## src/rtl/ulx3s_pll_lock_supervisor.sv

```systemverilog
// rtl/ulx3s_pll_lock_supervisor.sv - ECP5 EHXPLLL reset/lock supervisor with staggered downstream reset release
// Optional RUN-state lock-loss glitch filter enabled by defining ULX3S_PLL_SUP_GLITCH_FILTER_EN.
module ulx3s_pll_lock_supervisor #(
  parameter int NUM_RST            = 2,
  parameter int PLL_RST_CYCLES     = 8,
  parameter int LOCK_STABLE_CYCLES = 1024,
  parameter int STAGGER_CYCLES     = 16,
  parameter int RELOCK_TIMEOUT     = 65536,
  parameter int GLITCH_CYCLES      = 4
) (
  input  logic               clock,
  input  logic               reset,
  input  logic               pll_locked_in,
  output logic               pll_rst,
  output logic [NUM_RST-1:0] rst_out,
  output logic               ready,
  output logic [7:0]         relock_count,
  output logic               timeout_err
);

  function automatic int max2(input int a, input int b);
    return (a > b) ? a : b;
  endfunction

  localparam int RELEASE_SPAN = (NUM_RST - 1) * STAGGER_CYCLES;
  localparam int MAX_TERM = max2(max2(max2(PLL_RST_CYCLES, LOCK_STABLE_CYCLES),
                                      max2(RELOCK_TIMEOUT, RELEASE_SPAN)), GLITCH_CYCLES);
  localparam int CW = $clog2(MAX_TERM) + 1;

  typedef logic [CW-1:0] cnt_t;

  localparam cnt_t RST_LAST     = cnt_t'(PLL_RST_CYCLES - 1);
  localparam cnt_t WAIT_LAST    = cnt_t'(RELOCK_TIMEOUT - 1);
  localparam cnt_t STABLE_LAST  = cnt_t'(LOCK_STABLE_CYCLES - 1);
  // A single reset output still spends one cycle in RELEASE before RUN.
  localparam cnt_t RELEASE_LAST = cnt_t'((NUM_RST == 1) ? 0 : RELEASE_SPAN - 1);
`ifdef ULX3S_PLL_SUP_GLITCH_FILTER_EN
  localparam cnt_t GLITCH_LAST  = cnt_t'(GLITCH_CYCLES - 1);
`endif

  typedef enum logic [2:0] {
    PLL_RESET = 3'd0,
    WAIT_LOCK = 3'd1,
    STABLE    = 3'd2,
    RELEASE   = 3'd3,
    RUN       = 3'd4
  } state_t;

  logic [1:0]         sync_q;
  logic               locked_s;
  state_t             state;
  state_t             state_n;
  cnt_t               cnt;
  cnt_t               cnt_n;
  cnt_t               cnt_inc;
  logic               lock_lost;
  logic               wait_expired;
  logic               pll_rst_n;
  logic               ready_n;
  logic               timeout_n;
  logic [NUM_RST-1:0] rst_out_n;
  logic [7:0]         relock_n;

  assign locked_s = sync_q[1];
  assign cnt_inc  = (cnt == '1) ? cnt : cnt + cnt_t'(1);

  always_ff @(posedge clock) begin
    if (reset) begin
      sync_q <= '0;
    end else begin
      sync_q <= {sync_q[0], pll_locked_in};
    end
  end

  always_ff @(posedge clock) begin
    if (reset) begin
      state <= PLL_RESET;
      cnt   <= '0;
    end else begin
      state <= state_n;
      cnt   <= cnt_n;
    end
  end

  always_comb begin
    state_n      = state;
    cnt_n        = cnt_inc;
    lock_lost    = 1'b0;
    wait_expired = 1'b0;
    unique case (state)
      PLL_RESET: begin
        if (cnt == RST_LAST) begin
          state_n = WAIT_LOCK;
          cnt_n   = '0;
        end
      end
      WAIT_LOCK: begin
        // Lock takes priority over a timeout expiring in the same cycle.
        if (locked_s) begin
          state_n = STABLE;
          cnt_n   = '0;
        end else if (cnt == WAIT_LAST) begin
          state_n      = PLL_RESET;
          cnt_n        = '0;
          wait_expired = 1'b1;
        end
      end
      STABLE: begin
        if (!locked_s) begin
          state_n = WAIT_LOCK;
          cnt_n   = '0;
        end else if (cnt == STABLE_LAST) begin
          state_n = RELEASE;
          cnt_n   = '0;
        end
      end
      RELEASE: begin
        if (!locked_s) begin
          state_n   = PLL_RESET;
          cnt_n     = '0;
          lock_lost = 1'b1;
        end else if (cnt == RELEASE_LAST) begin
          state_n = RUN;
          cnt_n   = '0;
        end
      end
      RUN: begin
`ifdef ULX3S_PLL_SUP_GLITCH_FILTER_EN
        // In RUN the counter tracks consecutive cycles of lost lock.
        if (!locked_s) begin
          if (cnt == GLITCH_LAST) begin
            state_n   = PLL_RESET;
            cnt_n     = '0;
            lock_lost = 1'b1;
          end
        end else begin
          cnt_n = '0;
        end
`else
        cnt_n = '0;
        if (!locked_s) begin
          state_n   = PLL_RESET;
          lock_lost = 1'b1;
        end
`endif
      end
      default: begin
        state_n = PLL_RESET;
        cnt_n   = '0;
      end
    endcase
  end

  always_comb begin
    pll_rst_n = (state_n == PLL_RESET);
    ready_n   = (state_n == RUN);
    rst_out_n = '1;
    for (int i = 0; i < NUM_RST; i++) begin
      rst_out_n[i] = !((state_n == RUN) ||
                       ((state_n == RELEASE) && (cnt_n >= cnt_t'(i * STAGGER_CYCLES))));
    end
    relock_n  = (lock_lost && (relock_count != 8'hFF)) ? relock_count + 8'd1 : relock_count;
    timeout_n = timeout_err | wait_expired;
  end

  always_ff @(posedge clock) begin
    if (reset) begin
      pll_rst      <= 1'b1;
      rst_out      <= '1;
      ready        <= 1'b0;
      relock_count <= 8'd0;
      timeout_err  <= 1'b0;
    end else begin
      pll_rst      <= pll_rst_n;
      rst_out      <= rst_out_n;
      ready        <= ready_n;
      relock_count <= relock_n;
      timeout_err  <= timeout_n;
    end
  end

endmodule

```

## config.mk

```make
export PLATFORM = sky130hd
export DESIGN_NAME = ulx3s_pll_lock_supervisor
export DESIGN_NICKNAME = d
export VERILOG_FILES = /design/src/rtl/ulx3s_pll_lock_supervisor.sv
export SDC_FILE = /design/constraint.sdc
export NUM_CORES = 1
export LEC_CHECK = 0
export CORE_UTILIZATION = 55
export CTS_CLUSTER_SIZE = 8
export DETAILED_ROUTE_END_ITERATION = 10
export GPL_ROUTABILITY_DRIVEN = 0
export GPL_TIMING_DRIVEN = 0
export PLACE_DENSITY = 0.81
export RECOVER_POWER = 100
export SYNTH_ARGS = -nofsm -noshare
export SYNTH_HDL_FRONTEND = slang
export SYNTH_SLANG_ARGS = --single-unit
```

## constraint.sdc

```tcl
create_clock -name clock -period 4.18 [get_ports clock]
set_input_delay 0.836 -clock clock [delete_from_list [all_inputs] [get_ports clock]]
set_output_delay 0.836 -clock clock [all_outputs]
set_load 0.02 [all_outputs]
```

Word-level counts from Yosys, hierarchy flattened
Cells that the tools add are included.
- magnitude comparators: 2
- bitwise gates (word level): 1
- equality and inequality tests: 12
- reduce and logical (&&, ||, !) cells: 10
- muxes and demuxes: 23
- add/sub/neg operators: 2
- operator list (cell ; number):
    2-to-1 mux 17 bit ; 8
    one-hot mux 17 bit (4 select lines) ; 1
    2-to-1 mux 3 bit ; 8
    adder 17 x 1 -> 17 bit, second input constant ; 1
    == test 17 x 10 -> 1 bit, second input constant ; 1
    == test 17 x 16 -> 1 bit, second input constant ; 1
    == test 17 bit, second input constant ; 1
    == test 17 x 3 -> 1 bit, second input constant ; 1
    == test 17 x 4 -> 1 bit, second input constant ; 1
    >= comparator 17 x 1 -> 1 bit, second input constant ; 1
    >= comparator 17 x 5 -> 1 bit, second input constant ; 1
    one-hot mux 3 bit (5 select lines) ; 1
    == test 3 x 2 -> 1 bit, second input constant ; 3
    adder 8 x 1 -> 8 bit, second input constant ; 1
    inequality test 8 bit, second input constant ; 1
    == test 3 bit, second input constant ; 2
    logical NOT 3 bit ; 2
    2-to-1 mux 1 bit ; 5
    == test 3 x 1 -> 1 bit, second input constant ; 1
    logical AND 1 bit ; 3
    logical NOT 1 bit ; 2
    logical OR 1 bit ; 2
    OR reduction 2 bit ; 1
    OR 1 bit ; 1
- register bits after elaboration: 35
- word-level logic and storage cells: 58
- output and inout bits: 13
- input bits: 3

Depth between registers and ports, before layout
- depth after elaboration: 9
- gate-level depth with buffers: 10
- gate-level depth less buffers: 8

Worst setup path after synthesis
Ideal clock, no wire load.
- path type: flip-flop to flip-flop
- from: register cnt[0]
- to: register cnt[11]
- arrival time: 1.993 ns
- path buffers: 2
- required time: 4.065 ns
- stages on the path, launching flop included: 11
- period minus slack after synthesis: 2.108 ns
- library setup time: 0.115 ns
- setup slack: 2.072 ns
- cell sequence: dfxtp_1 > ha_1 > nand3_2 > nor3_1 > nand3b_1 > a32o_1 > a21oi_1 > nand2b_1 > buf_4 > buf_6 > nor2_1
- longest elaborated chain between the ends: 5
- elaborated cells on any way between the ends: 15
- classes of those cells: add/sub: 1; eq/ne: 5; mux: 9
- RTL lines (item ; line ; RTL):
    start: declaration ; 53 ; cnt_t cnt;
    start signal: assignment ; 81 ; cnt <= cnt_n;
    adder 17 x 1 -> 17 bit / == test 17 bit (equally long branches) ; 65 ; assign cnt_inc = (cnt == '1) ? cnt : cnt + cnt_t'(1);
    2-to-1 mux 17 bit ; 65 ;
    2-to-1 mux 17 bit, on equally long branches ; 122, 102, 112 ;
    2-to-1 mux 17 bit, on equally long branches ; 118, 109, 99 ;
    one-hot mux 17 bit (4 select lines) (*) ; 90 ; unique case (state)
Mark *: on every way between the ends. The rest lies on a longest branch, timed or not.
A chain may end at the register's enable or synchronous reset.

Worst setup path in the final report
- from: register cnt[0]
- to: register cnt[15]
The elaborated chain is that of the path after synthesis.

==> run_results.csv <==
group,metric,value,unit
outcome,status,"completed",
power_and_ir_drop,leakage,0.000788,uW
final_layout,syn2layout_area_growth,13.1,%
routing,num_vias,1585,
sta,rsz0062_at_grt,"no",
synth,synth-main-ff-cell,"dfxtp_1",
clocking,cts_inserted_buffers,5,
synth,synth.ff_latch_count,35,
sta,slew_violations,0,
routing,wl_per_cell,12.6,um
routing,drt-initial-drc-count,76,
setup_path,crit_path_end,"cnt[15]$_SDFF_PP0_",
clocking,worstSkewPairLatency,0.34,ns
sta,final.period_utilization,0.696,
routing,antenna_left,0,
clocking,clockRootBuffer,"clkbuf_4",
grt,first_global_vias,1298,
grt,grt_max_degree,11,
floorplan,dieHeight,60.1,um
hold_path,worstHoldPathType,"flip-flop to flip-flop",
sta,worst_pin_slew,0.690,ns
floorplan,core_area,3130,sq um
clocking,cts_setup_buffers,0,
final_layout,final_layout_size_suffix_gt1_frac,0.0950,
setup_path,crit_type,"flip-flop to flip-flop",
setup_path,rr_worst_depth,10,
routing,wirelength,3610,um
sta,fmax,344,MHz
sta,hold_violations,0,
synth,ys_types,48,
floorplan,initial_utilization,0.593,
synth,synth.cell_area,1850,sq um
setup_path,timing.rr.end,"cnt[15]$_SDFF_PP0_",
floorplan,io-pin-count,16,
sta,setup-tns-final,0,ns
power_and_ir_drop,power,563,uW
final_layout,fin_area,2100,sq um
final_layout,multiInputGateArea,1050,sq um
synth,synth_area_leaders,"dfxtp_1 38%, nor2_1 6.9%, xnor2_1 5.7%",
setup_path,endpoint_kind,"flip-flop",
routing,drc,0,
final_layout,mostFrequentLayoutCells,"35 x dfxtp_1, 34 x nor2_1, 17 x nand2_1",
setup_path,r2r-start,"cnt[0]$_SDFF_PP0_",
grt,grt_use_total,0.226,
power_and_ir_drop,p_per_area,268,nW/um^2
synth,postSynthCellCount,220,
flow_run,cap_violations,0,
setup_path,cp_max_fo,10,
setup_path,crit_arrival,3.15,ns
final_layout,regArea,701,sq um
synth,avgSynthCellArea,8.43,sq um
final_layout,antenna_cells,0,
synth,ys_seq_area_frac,0.378,
setup_path,crit_required,4.42,ns
routing,drt_first_pass_iters,4,
place,place_area,2050,sq um
sta,setup_viol,0,
grt,grt_pass1_wl,5990,um
floorplan,die_w,60.1,um
sta,relSlewSlack,0.536,
power_and_ir_drop,ir_drop,0.000220,V
clocking,clkTransAtPathRegs,0.10,ns
floorplan,die_area,3610,sq um
final_layout,fin_nets,246,
clocking,ctsHoldBuffers,0,
final_layout,fill_cells,274,
place,place_inst,278,
clocking,cts.sinks,35,
synth,synth_top_area_share,0.378,
clocking,cts_tree,"yes",
setup_path,startpoint,"cnt[0]$_SDFF_PP0_",
grt,grt_overflow,0,
clocking,ctsResizeCount,0,
sta,period_needed,2.91,ns
synth,synth_nets,225,
setup_path,critPathLaunchType,"flip-flop",
final_layout,stdcell_count,286,
clocking,cts_max_level,2,
synth,yosys_warnings,0,
synth,synth-edff-count,0,
setup_path,r2r_slack,1.27,ns
place,dp_hpwl,2610,um
floorplan,fp-row-count,20,
grt,antenna_found_initial,0,
clocking,cts.path.max_buffers,2,
final_layout,mostFrequentLayoutCell,"dfxtp_1",
synth,synth_top_area_cell,"dfxtp_1",
sta,fin_worst_skew,0.0104,ns
synth,async_flop_share,0,
routing,routed_via_density,5.54,
place,numPortBuffers,14,
## report_power, final
group	switching [uW]	internal [uW]	leakage [uW]
combinational	9.50	7.18	0.000466
sequential	4.39	337	0.000283
clock	106	98.9	0.0000386
total	120	443	0.000788
## metal layers
metal,GRT usage,part of all wire,up-vias
li1,-,-,832
met1,0.331,0.54,720
met2,0.317,0.41,27
met3,0.0584,0.032,6
met4,0.0797,0.015,0
met5,0,0,-
## stage by stage
stage,hold slack [ns],setup WS (ns),utilization
after floorplan,0.414,2.07,-
after global placement,0.421,1.68,0.655
after detailed placement,0.424,1.65,0.655
after CTS,0.447,1.64,0.677
after global routing,0.478,0.977,0.670
final,0.445,1.27,0.670
## synth_stat cells (2+ instances only)
cell / instances
o21ai_0: 4
a21boi_0: 2
xor2_1: 8
nand4_1: 9
xnor2_1: 12
nor2_1: 34
a31oi_1: 5
buf_2: 6
a21oi_1: 9
ha_1: 2
nand3b_1: 2
and4_1: 2
buf_4: 4
nand2_1: 17
nor2b_1: 2
a211o_1: 2
nand3_1: 7
inv_1: 2
mux2i_1: 3
nor4_1: 5
nor3_1: 12
clkbuf_1: 3
or3_1: 4
o31ai_1: 2
o21bai_1: 2
and3_1: 4
dfxtp_1: 35
## worst max-delay path: stages (launching register included)
cell and delay, ns:
dfxtp_1 0.41, ha_1 0.23, nand3_1 0.33, nor3_1 0.60, nand3b_1 0.21, a32o_1 0.23
a21oi_1 0.10, nand2b_1 0.09, clkbuf_1 0.35, buf_6 0.21, nor2_1 0.06
## flip-flops by register name, summed over array words and instances, names as in the netlist
| name | cells |
|---|---|
| sync_q | 2 |
| cnt | 17 |
| state | 3 |
| pll_rst | 1 |
| ready | 1 |
| timeout_err | 1 |
| rst_out | 2 |
| relock_count | 8 |
## layout make-up
cell class                 count  share of cell area
clock buffer                   8              0.0328
timing repair buffer          14              0.0668
multi-input combinational    169               0.499
sequential                    35               0.334
buffer                        14              0.0370
inverter                       2             0.00358
tap                           44              0.0263
## how the worst min path moves through the flow
stage	start	end	slack, ns	cells after the start
after CTS	sync_q[0]$_SDFF_PP0_	sync_q[1]$_SDFF_PP0_	0.45	1
after floorplan	sync_q[0]$_SDFF_PP0_	sync_q[1]$_SDFF_PP0_	0.41	1
after global placement	sync_q[0]$_SDFF_PP0_	sync_q[1]$_SDFF_PP0_	0.42	1
after detailed placement	sync_q[0]$_SDFF_PP0_	sync_q[1]$_SDFF_PP0_	0.42	1
final	sync_q[0]$_SDFF_PP0_	sync_q[1]$_SDFF_PP0_	0.44	1
after global routing	sync_q[0]$_SDFF_PP0_	sync_q[1]$_SDFF_PP0_	0.48	1
## cell families (layout without fill, tap and decap cells)
logic type               after synthesis  in the layout  share of synthesized area
multiplexers                           3              3                     0.0162
AO/OA/AOI/OAI                         36             36                      0.144
flip-flops                            35             35                      0.378
XOR/XNOR                              20             20                     0.0945
AND/OR/NAND/NOR                      108            108                      0.306
buffers and inverters                 16             38                     0.0486
adder cells (fa/ha/maj)                2              2                     0.0135
No activity file was read; power rests on OpenSTA's default activity.
